[config.mk]
export PLATFORM = sky130hd
export DESIGN_NAME = crossbar2_sched
export DESIGN_NICKNAME = d
export VERILOG_FILES = /design/src/rtl/crossbar2_sched.sv
export SDC_FILE = /design/constraint.sdc
export NUM_CORES = 1
export LEC_CHECK = 0
export ABC_AREA = 1
export CORE_AREA = 2 2 66 68
export DETAILED_ROUTE_END_ITERATION = 8
export DIE_AREA = 0 0 68 70
export GPL_TIMING_DRIVEN = 0
export SYNTH_ARGS = -nofsm -noshare
export SYNTH_HDL_FRONTEND = slang
export SYNTH_SLANG_ARGS = --single-unit
[constraint.sdc]
create_clock -name CLK -period 1.1 [get_ports CLK]
set_input_delay 0.22 -clock CLK [delete_from_list [all_inputs] [get_ports CLK]]
set_output_delay 0.22 -clock CLK [all_outputs]
set_load 0.005 [all_outputs]
[src/rtl/crossbar2_sched.sv]
// Two-input, two-output flit scheduler feeding a 2x2 crossbar.
// One holding register per input; each output is arbitrated round-robin and held until drained.
module crossbar2_sched #(
  parameter int Width  = 8,
  parameter int Select = 2
) (
  input  logic              CLK,
  input  logic              RST_N,
  input  logic              IN0_VALID,
  output logic              IN0_READY,
  input  logic [Width-1:0]  IN0_DATA,
  input  logic              IN0_DEST,
  input  logic              IN1_VALID,
  output logic              IN1_READY,
  input  logic [Width-1:0]  IN1_DATA,
  input  logic              IN1_DEST,
  output logic [Width-1:0]  X0,
  output logic [Width-1:0]  X1,
  output logic [Select-1:0] S0,
  output logic [Select-1:0] S1,
  output logic              OUT0_VALID,
  input  logic              OUT0_READY,
  output logic              OUT1_VALID,
  input  logic              OUT1_READY
);

  logic              rdy_en;
  logic [1:0]        full, launched, dest, pri, out_valid;
  logic [Width-1:0]  hold0, hold1;
  logic [Select-1:0] sel0, sel1;

  logic [1:0] in_valid, out_ready, accept, cand0, cand1, grant0, grant1, drain, launch;

  // Select codes are one-hot per source, so a grant mask doubles as the route code.
  always_comb begin
    in_valid  = {IN1_VALID, IN0_VALID};
    out_ready = {OUT1_READY, OUT0_READY};
    accept    = in_valid & ~full & {2{rdy_en}};
    cand0     = full & ~launched & ~dest;
    cand1     = full & ~launched & dest;
    grant0    = (cand0 == 2'b11) ? (pri[0] ? 2'b10 : 2'b01) : cand0;
    grant1    = (cand1 == 2'b11) ? (pri[1] ? 2'b10 : 2'b01) : cand1;
    launch    = (out_valid[0] ? 2'b00 : grant0) | (out_valid[1] ? 2'b00 : grant1);
    drain     = ((out_valid[0] & out_ready[0]) ? sel0[1:0] : 2'b00)
              | ((out_valid[1] & out_ready[1]) ? sel1[1:0] : 2'b00);
  end

  always_ff @(posedge CLK or negedge RST_N) begin
    if (!RST_N) begin
      rdy_en    <= 1'b0;
      full      <= '0;
      launched  <= '0;
      dest      <= '0;
      pri       <= '0;
      out_valid <= '0;
      hold0     <= '0;
      hold1     <= '0;
      sel0      <= '0;
      sel1      <= '0;
    end else begin
      rdy_en   <= 1'b1;
      full     <= (full & ~drain) | accept;
      launched <= (launched & ~drain) | launch;
      if (accept[0]) begin
        hold0   <= IN0_DATA;
        dest[0] <= IN0_DEST;
      end
      if (accept[1]) begin
        hold1   <= IN1_DATA;
        dest[1] <= IN1_DEST;
      end
      // A busy output only drains; relaunch waits for the following edge.
      if (out_valid[0]) begin
        if (out_ready[0]) begin
          out_valid[0] <= 1'b0;
          sel0         <= '0;
        end
      end else if (grant0 != 2'b00) begin
        out_valid[0] <= 1'b1;
        sel0         <= grant0;
        if (cand0 == 2'b11) pri[0] <= ~pri[0];
      end
      if (out_valid[1]) begin
        if (out_ready[1]) begin
          out_valid[1] <= 1'b0;
          sel1         <= '0;
        end
      end else if (grant1 != 2'b00) begin
        out_valid[1] <= 1'b1;
        sel1         <= grant1;
        if (cand1 == 2'b11) pri[1] <= ~pri[1];
      end
    end
  end

  assign IN0_READY  = ~full[0] & rdy_en;
  assign IN1_READY  = ~full[1] & rdy_en;
  assign X0         = hold0;
  assign X1         = hold1;
  assign S0         = sel0;
  assign S1         = sel1;
  assign OUT0_VALID = out_valid[0];
  assign OUT1_VALID = out_valid[1];

endmodule

### Yosys cells after proc, flatten, opt, wreduce, memory -nomap -nowiden

Cells that the tools add are included.

| word-level totals | value |
|---|---|
| bits in registers | 31 |
| bits of input ports | 24 |
| output and inout bits | 24 |
| logic and storage cells | 69 |

| cells by class | value |
|---|---|
| equal/unequal tests | 4 |
| multiplexer cells | 20 |
| bitwise gates (word level) | 25 |
| reductions and logical operators | 8 |

Operator list:

| operator | number |
|---|---|
| 2-bit two-way mux | 14 |
| 2-bit bitwise AND | 7 |
| 2-bit inverter | 4 |
| 2-bit bitwise OR | 4 |
| 2-bit nonzero test | 4 |
| 1-bit two-way mux | 6 |
| 1-bit inverter | 6 |
| 3-bit AND reduction | 2 |
| 1-bit bitwise AND | 4 |
| 2-bit equality test, second input constant | 2 |
| 2-bit != test, second input constant | 2 |
| 2-bit AND reduction | 2 |

### Depth between registers and ports, before layout

Gate-level depths: netlist of the first run.

| logic depth | value |
|---|---|
| depth in word-level cells | 8 |
| depth in mapped cells | 6 |
| mapped depth without buffers | 6 |

### Worst setup path after synthesis of the first run

Ideal clock, no wire load.

| timing | value |
|---|---|
| kind | register -> register |
| start point | register full[1] |
| end point | register hold1[0] (netlist: X1[0]) |
| setup time | 0.116 ns |
| data arrival time | 0.926 ns |
| data required time | 0.984 ns |
| setup slack | 0.057 ns |
| stages on the path, launching flop included | 6 |
| buffers on the path | 1 |
| clock period less this slack | 1.043 ns |
| path through | dfrtp_1 nor2_4 nand2_4 buf_6 nand2_1 nand2_1 |

| between the ends | value |
|---|---|
| longest elaborated chain between the ends | 3 |

Ends and longest elaborated chain:

| item | RTL line | text |
|---|---|---|
| start: declaration | 28 | `logic [1:0] full, launched, dest, pri, out_valid;` |
| start signal: assignment | 62 | `full <= (full & ~drain) \| accept;` |
| 2-bit inverter | 38 | `accept = in_valid & ~full & {2{rdy_en}};` |
| 2-bit bitwise AND (2 in a row) | 38 |  |
| end signal: assignment | 57 | `hold1 <= '0;` |
| end signal: assignment | 69 | `hold1 <= IN1_DATA;` |
| end: declaration | 29 | `logic [Width-1:0] hold0, hold1;` |

Every way passes these cells.
A chain may end at the register's enable or synchronous reset.

### Final worst setup path of the first run

| timing | value |
|---|---|
| start point | register full[0] |
| end point | output IN0_READY |

| between the ends | value |
|---|---|
| longest elaborated chain between the ends | 2 |

Ends and longest elaborated chain:

| item | RTL line | text |
|---|---|---|
| 1-bit inverter | 96 | `assign IN0_READY = ~full[0] & rdy_en;` |
| 1-bit bitwise AND | 96 |  |
| end: declaration | 10 | `output logic IN0_READY,` |

Every way passes these cells.

==> results of run 1 <==
## cell usage after synthesis
cell type / instances / area share [%]
nand4_1: 1 / 0.46
nand3b_1: 3 / 1.7
nand2_1: 52 / 14
o21ai_0: 8 / 3.0
buf_2: 2 / 0.74
nor2_4: 2 / 1.7
dfrtp_1: 31 / 57
buf_6: 2 / 1.7
nand2_2: 1 / 0.46
a21oi_2: 2 / 1.3
inv_1: 13 / 3.6
o211ai_1: 2 / 1.1
conb_1: 1 / 0.28
nor2_1: 6 / 1.7
nand2_4: 1 / 0.83
nand3_1: 26 / 9.6
## placed cells by master, fill, tap and decap left out, drive strengths merged
master	n
nand2	54
dfrtp	31
buf	28
clkbuf	27
nand3	26
clkdlybuf4s50	20
inv	13
nor2	8
o21ai	8
nand3b	3
o211ai	2
a21oi	2
nand4	1
clkdlybuf4s15	1
conb	1
## per-stage QoR
| step | setup slack, ps | instance area [um2] | cells |
|---|---|---|---|
| floorplan | 57.1 | 1350 | 153 |
| global placement | -787 | 1870 | 250 |
| detailed placement | -396 | 1860 | 250 |
| CTS | -51.4 | 2040 | 270 |
| global route | -98.8 | 2060 | 277 |
| finish | -48.9 | 2060 | 277 |
## cell families (layout without fill, tap and decap cells)
logic type | after synthesis | count (layout) | share of synthesized area (%)
compound gates | 12 | 12 | 5.38
buf+inv | 17 | 89 | 6.02
flops | 31 | 31 | 57.5
other cells | 1 | 1 | 0.278
simple gates | 92 | 92 | 30.9
## flip-flops by register name (all words and copies together) (netlist names), 2 cells and up
| register | flops |
|---|---|
| X1 | 8 |
| X0 | 8 |
| dest | 2 |
| launched | 2 |
| S0 | 2 |
| out_valid | 2 |
| S1 | 2 |
| full | 2 |
| pri | 2 |
## what timing repair did
| item | in CTS | in global routing |
|---|---|---|
| endpoints found under the setup margin | 44 | 52 |
| pin swaps | 3 | 3 |
| setup buffers | 12 | 6 |
| endpoints found under the hold margin | 0 | 0 |
| hold buffers | 0 | 0 |
| cloned | 0 | 1 |
| gates resized for setup | 64 | 39 |
## metal layers
layer	wire length, um	up-vias	share of wire, %
met1	1400	566	47
met4	28	0	0.93
met2	1370	34	46
met3	200	4	6.7
met5	0	-	0
li1	-	632	-
## layout make-up
class	count	area [um2]	area share [%]
buffer	4	32.5	1.58
clock buffer	8	100	4.86
inverter	13	48.8	2.37
multi-input combinational	105	553	26.8
sequential	31	777	37.7
tap	52	65.1	3.16
timing repair buffer	64	484	23.5
## power by group
group / internal [mW] / leakage (nW) / switching, mW
logic: 1.08 / 0.654 / 1.05
clock network: 0.570 / 0.0515 / 0.404
registers: 1.66 / 0.379 / 0.312
total: 3.31 / 1.08 / 1.77
## how the worst min path moves through the flow
stage / cells after the start / to / from
after global routing: 1 / X1[2] / RST_N
after global placement: 2 / X0[5] / X0[5]
final: 1 / out_valid[1] / RST_N
after floorplan: 0 / S0[0] / RST_N
after detailed placement: 1 / out_valid[1] / RST_N
after CTS: 1 / out_valid[1] / RST_N
==> impl_summary.log, run 1 <==
[metrics] outcome: finished, violations left
[metrics] violations in the final reports: negative hold slack, negative setup slack
[metrics] CTS Sinks: 31
[metrics] headroom to the max-slew limit: 55.2%
[metrics] crit path to: IN0_READY
[metrics] number of diodes added for antenna fixing: 0
[metrics] fraction of layout cells with a size suffix above 1: 33.3%
[metrics] gate count after technology mapping: about 150
[metrics] antenna violation net count after detailed routing: 0
[metrics] maximum fanout along the worst path: 2
[metrics] Setup crit start: full[0]
[metrics] standard cell core area: 4140 um2
[metrics] fin worst setup slack: -48.9 ps
[metrics] Final Net Count: around 250
[metrics] crit path cell chain: nor2_4, buf_2
[metrics] CP Capture Type: primary output
[metrics] cell depth of the worst flop-to-flop path: 6
[metrics] clock-pin transition on the worst setup and hold timing paths: 60 ps
[metrics] total routing usage reported by global routing: 13.7%
[metrics] count of final hold-check violations: 31
[metrics] drt pass-1 iters: 4
[metrics] min cycle time layout: 1150 ps
[metrics] slew at the pin closest to its max-slew limit: 672 ps
[metrics] number of different library cells in the post-synthesis netlist: 16
[metrics] setup slack on the worst flop-to-flop path: around 10 ps
[metrics] data arrival time of the worst path: approximately 930 ps
[metrics] number of global-route vias before repair: 1113
[metrics] routability cong.: 0.757
[metrics] number of primary I/O pins: 48
[metrics] Syn Nets: 177
[metrics] HPWL after detailed placement: 1920 um
[metrics] total grt overflow: 0
[metrics] sequential-to-total area share from yosys stat: a little under three fifths
[metrics] Peak supply drop: 0.000937 V
[metrics] global-route track usage on met3: 4.67%
[metrics] count of maximum capacitance violations: 0
[metrics] Finish-stage setup viols: 2
[metrics] startpoint-to-endpoint class of the critical path: flop to primary output
[metrics] synthesized area per cell: 8.82 um2
[metrics] starting density of the core: 32.6%
[metrics] CTS H-Tree Depth: 2
[metrics] maximum number of pins on one net before global-route repair: 32
[metrics] first-pass GRT wire length: 4900 um
[metrics] Clock Latency Late Sink: about 280 ps
[metrics] floorplan die area: approximately 4800 um2
[metrics] met2 capacity usage during global routing: approximately a fifth
[metrics] worst path buffer plus inverter count: 1
[metrics] fill cell total of the finished layout: 417
[metrics] total power divided by cell area: roughly 2500 nW/um2
[metrics] die extent in y: approximately 70 um
[metrics] highest-delay cell along the critical path: dfrtp_1
[metrics] family of cells with the greatest summed delay on the critical path: flip-flops
[metrics] setup TNS: -94.3 ps
[metrics] startpoint type of the worst setup path: flop
[metrics] final core utilization: 49.7%
[metrics] unrepaired setup endpoints after global routing: yes
[metrics] number of stages on the worst setup path: 2
[metrics] wire length after detailed routing: 3000 um
[metrics] DR vias: approximately 1200
[metrics] FF+latch count, synth: 31
[metrics] final cycle utilization of the critical path: 104%
[metrics] M1 GR Usage: 18.1%
[metrics] CTS tree: built
[metrics] Peak Freq: 870 MHz
[metrics] cell area after synthesis: 1350 um2
[metrics] final max-slew violation count: 0
[metrics] Clock Path Buffers: 2
[metrics] Overall Power: 5.08 mW
[metrics] worst setup skew after layout: about 2.5 ps
[metrics] post-DR vias/cell: between 4 and 5
[metrics] cts bufs inserted: 5
[metrics] path type of the worst min-delay path: primary input to asynchronous set/reset pin
[metrics] clock tree root buffer cell: clkbuf_8
[metrics] standard-cell rows: 24
[metrics] number of DRC markers in iteration 0: 34
[metrics] wire length per cell: 10.8 um
[metrics] hold slack: -28.3 ps
[metrics] endpoint of the worst-slack reg-to-reg timing path: pri[0]
[metrics] peak-usage layer in the global routing report: met2
[metrics] worst flop-to-flop path startpoint: full[0]
[metrics] Crit path largest cell delay: slightly above 400 ps
[metrics] required time of the critical path: between 800 and 900 ps
[metrics] DRC violation count after routing: 0
[metrics] Static Leakage: 1.08 nW
[metrics] Synth-to-Final Area Change: 52.6%
[metrics] antenna violations before repair: 0
[metrics] Yosys Warn Count: 0
[metrics] Die Wd: 68 um
[metrics] PortBufs: 45
(Power assumes the default switching activity.)
==> run 2, diff against run 1 <==
- SETUP_SLACK_MARGIN: not set -> 0.4
==> run 2 against run 1 <==
The run still ends with negative hold slack, negative setup slack left. Worst hold slack got worse by 120 ps. First-iteration DRC count increased by 68%. Critical endpoint is now IN1_READY. Critical path depth unchanged. Sequential share of layout area decreased by 2.9 points. Largest cell class unchanged. Die area unchanged. Flip-flop and latch count unchanged. Highest routed layer unchanged. Global-route usage increased by 1.7 points. Cell count increased by 1.8%.
==> impl_summary.log, run 2 (synthesis gave the netlist of run 1 again) <==
[metrics] floorplan die area: 4760 um2
[metrics] total routing usage reported by global routing: between 10% and 20%
[metrics] final max-slew violation count: 0
[metrics] Synth-to-Final Area Change: 65.6%
[metrics] number of primary I/O pins: 48
[metrics] number of diodes added for antenna fixing: 0
[metrics] cts bufs inserted: 5
[metrics] standard-cell rows: 24
[metrics] routability cong.: 0.779
[metrics] violations in the final reports: negative hold slack, negative setup slack
[metrics] Overall Power: 5.72 mW
[metrics] non-filler instance count after layout: between 200 and 300
[metrics] post-DR vias/cell: 4.59
[metrics] fin worst setup slack: -66.7 ps
[metrics] maximum fanout along the worst path: 2
[metrics] HPWL after detailed placement: between 2000 and 2500 um
[metrics] wire length per cell: 12.2 um
[metrics] number of global-route vias before repair: 1238
[metrics] startpoint type of the worst setup path: flop
[metrics] count of hold buffers inserted by post-cts repair: 0
[metrics] Peak supply drop: 0.00105 V
[metrics] count of maximum capacitance violations: 0
[metrics] Finished Cell Area: 2240 um2
[metrics] PortBufs: 45
[metrics] outcome: finished, violations left
[metrics] fraction of layout cells with a size suffix above 1: a little under half
[metrics] path type of the worst min-delay path: primary input to asynchronous set/reset pin
[metrics] Clock Latency Late Sink: 280 ps
[metrics] commonest non-fill, non-tap cells in the layout: nand2_1, dfrtp_1, buf_2
[metrics] Static Leakage: 1.14 nW
[metrics] total power divided by cell area: 2560 nW/um2
[metrics] antenna violation net count after detailed routing: 0
[metrics] fill cell total of the finished layout: between 300 and 400
[metrics] count of final hold-check violations: 13
[metrics] starting density of the core: 32.6%
[metrics] CTS H-Tree Depth: 2
[metrics] hold slack: -147 ps
[metrics] DRC violation count after routing: 0
[metrics] wire length after detailed routing: about 3400 um
[metrics] min cycle time layout: 1170 ps
[metrics] CTS tree: built
[metrics] setup TNS: -469 ps
[metrics] antenna violations before repair: 0
[metrics] Multi-input gate area: 646 um2
[metrics] leading cell type in the layout, fill and taps excluded: nand2_1
[metrics] clock-pin transition on the worst setup and hold timing paths: ~60 ps
[metrics] worst-case setup slack after placement: -360 ps
[metrics] Die Wd: a little under 70 um
[metrics] worst setup skew after layout: 2.59 ps
[metrics] number of DRC markers in iteration 0: 57
[metrics] Peak Freq: between 800 and 900 MHz
[metrics] data arrival time of the worst path: 950 ps
[metrics] required time of the critical path: 880 ps
[metrics] standard cell core area: 4140 um2
[metrics] area of all sequential standard cells: 778 um2
[metrics] die extent in y: 70 um
[metrics] Final Net Count: 253
[metrics] startpoint-to-endpoint class of the critical path: flop to primary output
[metrics] maximum number of pins on one net before global-route repair: 19
[metrics] CTS Sinks: 31
[metrics] final core utilization: 54.0%
[metrics] DR vias: 1295
[metrics] setup slack on the worst flop-to-flop path: -30 ps
[metrics] total grt overflow: 0
[metrics] first-pass GRT wire length: 5420 um
[metrics] final cycle utilization of the critical path: 106%
[metrics] drt pass-1 iters: 2
[metrics] DP Cell Count: 251
[metrics] CP Capture Type: primary output
[metrics] unrepaired setup endpoints after global routing: yes
[metrics] Finish-stage setup viols: 18
[metrics] placed cell area: 1900 um2
[metrics] Clock Path Buffers: 2
[metrics] clock tree root buffer cell: clkbuf_8
## run 2: cell count changes in the layout (fill, tap and decap cells not counted), sizes merged
cell,before,now
bufinv,0,1
clkbuf,27,7
clkdlybuf4s15,1,0
clkinv,0,1
buf,28,52
## run 2: path summary, 6_finish.rpt
path                            startpoint  cells after the start        end
worst max-delay path               full[1]                      2  IN1_READY
worst min-delay path                 RST_N                      1      S0[0]
worst max register to register     full[1]                      7      X1[3]
worst min register to register       X1[5]                      2      X1[5]
max in group asynchronous            RST_N                      2    full[1]
min in group CLK                 IN1_VALID                      3      X1[7]
## run 2: power breakdown
group	switching [mW]	internal, mW	leakage, nW
sequential	0.357	1.67	0.378
combinational	1.26	1.28	0.703
clock	0.430	0.732	0.0612
## run 2: timing repair
item | 4_1_cts | 5_1_grt
cloned | 1 | 1
buffers inserted | 13 | 8
pin swaps | 3 | 7
setup endpoints to repair | 85 | 72
endpoints found under the hold margin | 0 | 13
gates resized for setup | 120 | 36
## run 2: area by class of cell
type                       count  share of cell area [%]
inverter                      13                    2.18
buffer                         4                    1.45
clock buffer                   6                    3.69
clock inverter                 2                    1.57
sequential                    31                    34.8
timing repair buffer          69                    24.5
tap                           52                    2.91
multi-input combinational    105                    28.9
## run 2: worst max-delay path: stages (launching register included)
cell and delay (ps):
dfrtp_2 430, nor2_4 120, buf_2 120
## run 2: routing by layer
layer | wire, um | track usage, % | vias up
li1 | - | - | 642
met1 | 1430 | 19.1 | 613
met3 | 211 | 5.80 | 7
met2 | 1740 | 23.8 | 33
met4 | 57 | 6.00 | 0
met5 | 0 | 0 | -
==> run 3, diff against run 2 <==
--- a/config.mk
+++ b/config.mk
@@ -11,4 +11,5 @@
 export DIE_AREA = 0 0 68 70
 export GPL_TIMING_DRIVEN = 0
+export REMOVE_ABC_BUFFERS = 1
 export SETUP_SLACK_MARGIN = 0.4
 export SYNTH_ARGS = -nofsm -noshare
==> constraint.sdc (replaced) <==
create_clock -name CLK -period 1.1 [get_ports CLK]
set_input_delay 0.275 -clock CLK [delete_from_list [all_inputs] [get_ports CLK]]
set_output_delay 0.275 -clock CLK [all_outputs]
set_load 0.005 [all_outputs]
==> run 3 against run 2 <==
The flow finishes with violations (negative setup slack). Worst setup slack got worse by 37 ps. Core utilization rose by 1.3 points. Critical path type unchanged. Worst hold slack improved by 180 ps. Largest power group unchanged. Critical endpoint is now IN0_READY. Clock skew rose by 6.4 ps. Largest cell class unchanged. Clock power barely moved. Global-route usage rose by 0.41 points. Flip-flop and latch count did not move. Fmax fell by 3.1%.
==> impl_summary.log, run 3 (synthesis gave the netlist of run 1 again) <==
[metrics] data arrival time of the worst path: roughly 930 ps
[metrics] final core utilization: 55.3%
[metrics] total routing usage reported by global routing: 15.8%
[metrics] slew at the pin closest to its max-slew limit: 741 ps
[metrics] first-pass GRT wire length: 5570 um
[metrics] Finish-stage setup viols: 21
[metrics] setup TNS: -803 ps
[metrics] headroom to the max-slew limit: slightly above 50%
[metrics] Finished Cell Area: 2290 um2
[metrics] highest-delay cell along the critical path: dfrtp_1
[metrics] setup slack on the worst flop-to-flop path: -60 ps
[metrics] total power divided by cell area: approximately 2500 nW/um2
[metrics] cts bufs inserted: 5
[metrics] DR vias: around 1300
[metrics] unrepaired setup endpoints after global routing: yes
[metrics] CTS H-Tree Depth: 2
[metrics] CTS Sinks: 31
[metrics] floorplan die area: 4760 um2
[metrics] CP Capture Type: primary output
[metrics] outcome: finished, violations left
[metrics] number of DRC markers in iteration 0: 43
[metrics] final max-slew violation count: 0
[metrics] antenna violation net count after detailed routing: 0
[metrics] placed cell area: 1850 um2
[metrics] Peak supply drop: 0.00101 V
[metrics] Final Net Count: 248
[metrics] hold slack: 36.4 ps
[metrics] clock-pin transition on the worst setup and hold timing paths: 70 ps
[metrics] drt pass-1 iters: 4
[metrics] startpoint-to-endpoint class of the critical path: flop to primary output
[metrics] DP Cell Count: approximately 250
[metrics] commonest non-fill, non-tap cells in the layout: nand2_1, dfrtp_1, buf_2
[metrics] wire length after detailed routing: between 3000 and 4000 um
[metrics] number of primary I/O pins: 48
[metrics] standard cell core area: 4140 um2
[metrics] routability cong.: a little over 0.8
[metrics] crit path cell chain: nor2_4, buf_2
[metrics] maximum number of pins on one net before global-route repair: 32
[metrics] number of global-route vias before repair: 1283
[metrics] startpoint type of the worst setup path: flop
[metrics] leading cell type in the layout, fill and taps excluded: nand2_1
[metrics] required time of the critical path: 820 ps
[metrics] Clock Path Buffers: 2
[metrics] antenna violations before repair: 0
[metrics] non-filler instance count after layout: 277
[metrics] fraction of layout cells with a size suffix above 1: 47.1%
[metrics] count of hold buffers inserted by post-cts repair: 0
[metrics] CTS tree: built
[metrics] worst path buffer plus inverter count: 1
[metrics] count of final hold-check violations: 0
[metrics] violations in the final reports: negative setup slack
[metrics] fill cell total of the finished layout: 373
[metrics] Die Wd: 68 um
[metrics] count of maximum capacitance violations: 0
[metrics] die extent in y: around 70 um
[metrics] final cycle utilization of the critical path: 109%
[metrics] Synth-to-Final Area Change: 69.6%
[metrics] DRC violation count after routing: 0
[metrics] wire length per cell: approximately 13 um
[metrics] worst setup skew after layout: approximately 9 ps
[metrics] Crit path largest cell delay: 420 ps
[metrics] Static Leakage: about 1.1 nW
[metrics] post-DR vias/cell: 4.76
[metrics] PortBufs: 47
[metrics] maximum fanout along the worst path: 2
[metrics] path type of the worst min-delay path: primary input to asynchronous set/reset pin
[metrics] total grt overflow: 0
[metrics] Clock Latency Late Sink: 290 ps
[metrics] family of cells with the greatest summed delay on the critical path: flip-flops
[metrics] starting density of the core: 32.6%
[metrics] Peak Freq: between 800 and 900 MHz
[metrics] min cycle time layout: 1200 ps
[metrics] standard-cell rows: 24
[metrics] fin worst setup slack: -104 ps
[metrics] number of diodes added for antenna fixing: 0
[metrics] HPWL after detailed placement: 2160 um
[metrics] clock tree root buffer cell: clkbuf_8
[run 3: changes by cell type in the layout (fill, tap and decap cells not counted), moves of 2 or more]
cell and delta:
buf_12 +2, buf_4 -4, buf_6 -6, buf_8 +2, dlygate4sd2_1 +2, nand2_1 +8, nand2_2 -8, nand2_8 +2
nand3_1 -14, nand3_2 +15, nor2_4 +2
[run 3: path summary, 6_finish.rpt]
check / startpoint / to / cells past startpoint
worst max-delay path: full[0] / IN0_READY / 2
worst max register to register: rdy_en / X0[5] / 7
min in group CLK: X0[3] / X0[3] / 2
worst min-delay path: RST_N / pri[0] / 1
max in group asynchronous: RST_N / full[1] / 1
worst min register to register: X0[3] / X0[3] / 2
[run 3: routing by layer]
metal  up-vias  track usage (%)  part of all wire (%)
li1        635                -                     -
met1       639             19.5                    41
met2        38             24.7                    51
met3         6             5.48                   6.2
met4         0             6.67                   1.8
met5         -                0                     0
[run 3: final cells by class]
| class | count | area, um2 | area share [%] |
|---|---|---|---|
| Inverter | 13 | 48.8 | 2.13 |
| Tap cell | 52 | 65.1 | 2.84 |
| Timing Repair Buffer | 66 | 533 | 23.3 |
| Multi-Input combinational cell | 107 | 748 | 32.7 |
| Clock buffer | 6 | 82.6 | 3.61 |
| Sequential cell | 31 | 777 | 33.9 |
| Clock inverter | 2 | 35.0 | 1.53 |
[run 3: timing repair]
action	CTS	global route
pin swaps	14	11
setup buffers	13	6
endpoints found under the setup margin	85	54
resized for setup	140	32
gates cloned	1	1
[run 3: where the power goes]
| group | total [mW] | switching, mW | internal, mW | leakage, nW |
|---|---|---|---|---|
| Sequential | 2.01 | 0.348 | 1.66 | 0.379 |
| Combinational | 2.54 | 1.29 | 1.25 | 0.684 |
| Clock | 1.15 | 0.421 | 0.732 | 0.0612 |
[run 3: worst reg2reg max path, delay by kind of cell (launching register included)]
kind          cells  cell delay [ps]
simple gates      3              180
flops             1              370
buf+inv           4              500
[run 3: stage by stage]
stage                     setup slack, ps  total power [mW]
final                                -104              5.70
after global placement               -815              3.88
after global routing                 -160              6.14
after CTS                            -116              5.29
after detailed placement             -826              3.96
after floorplan                      42.1              2.81
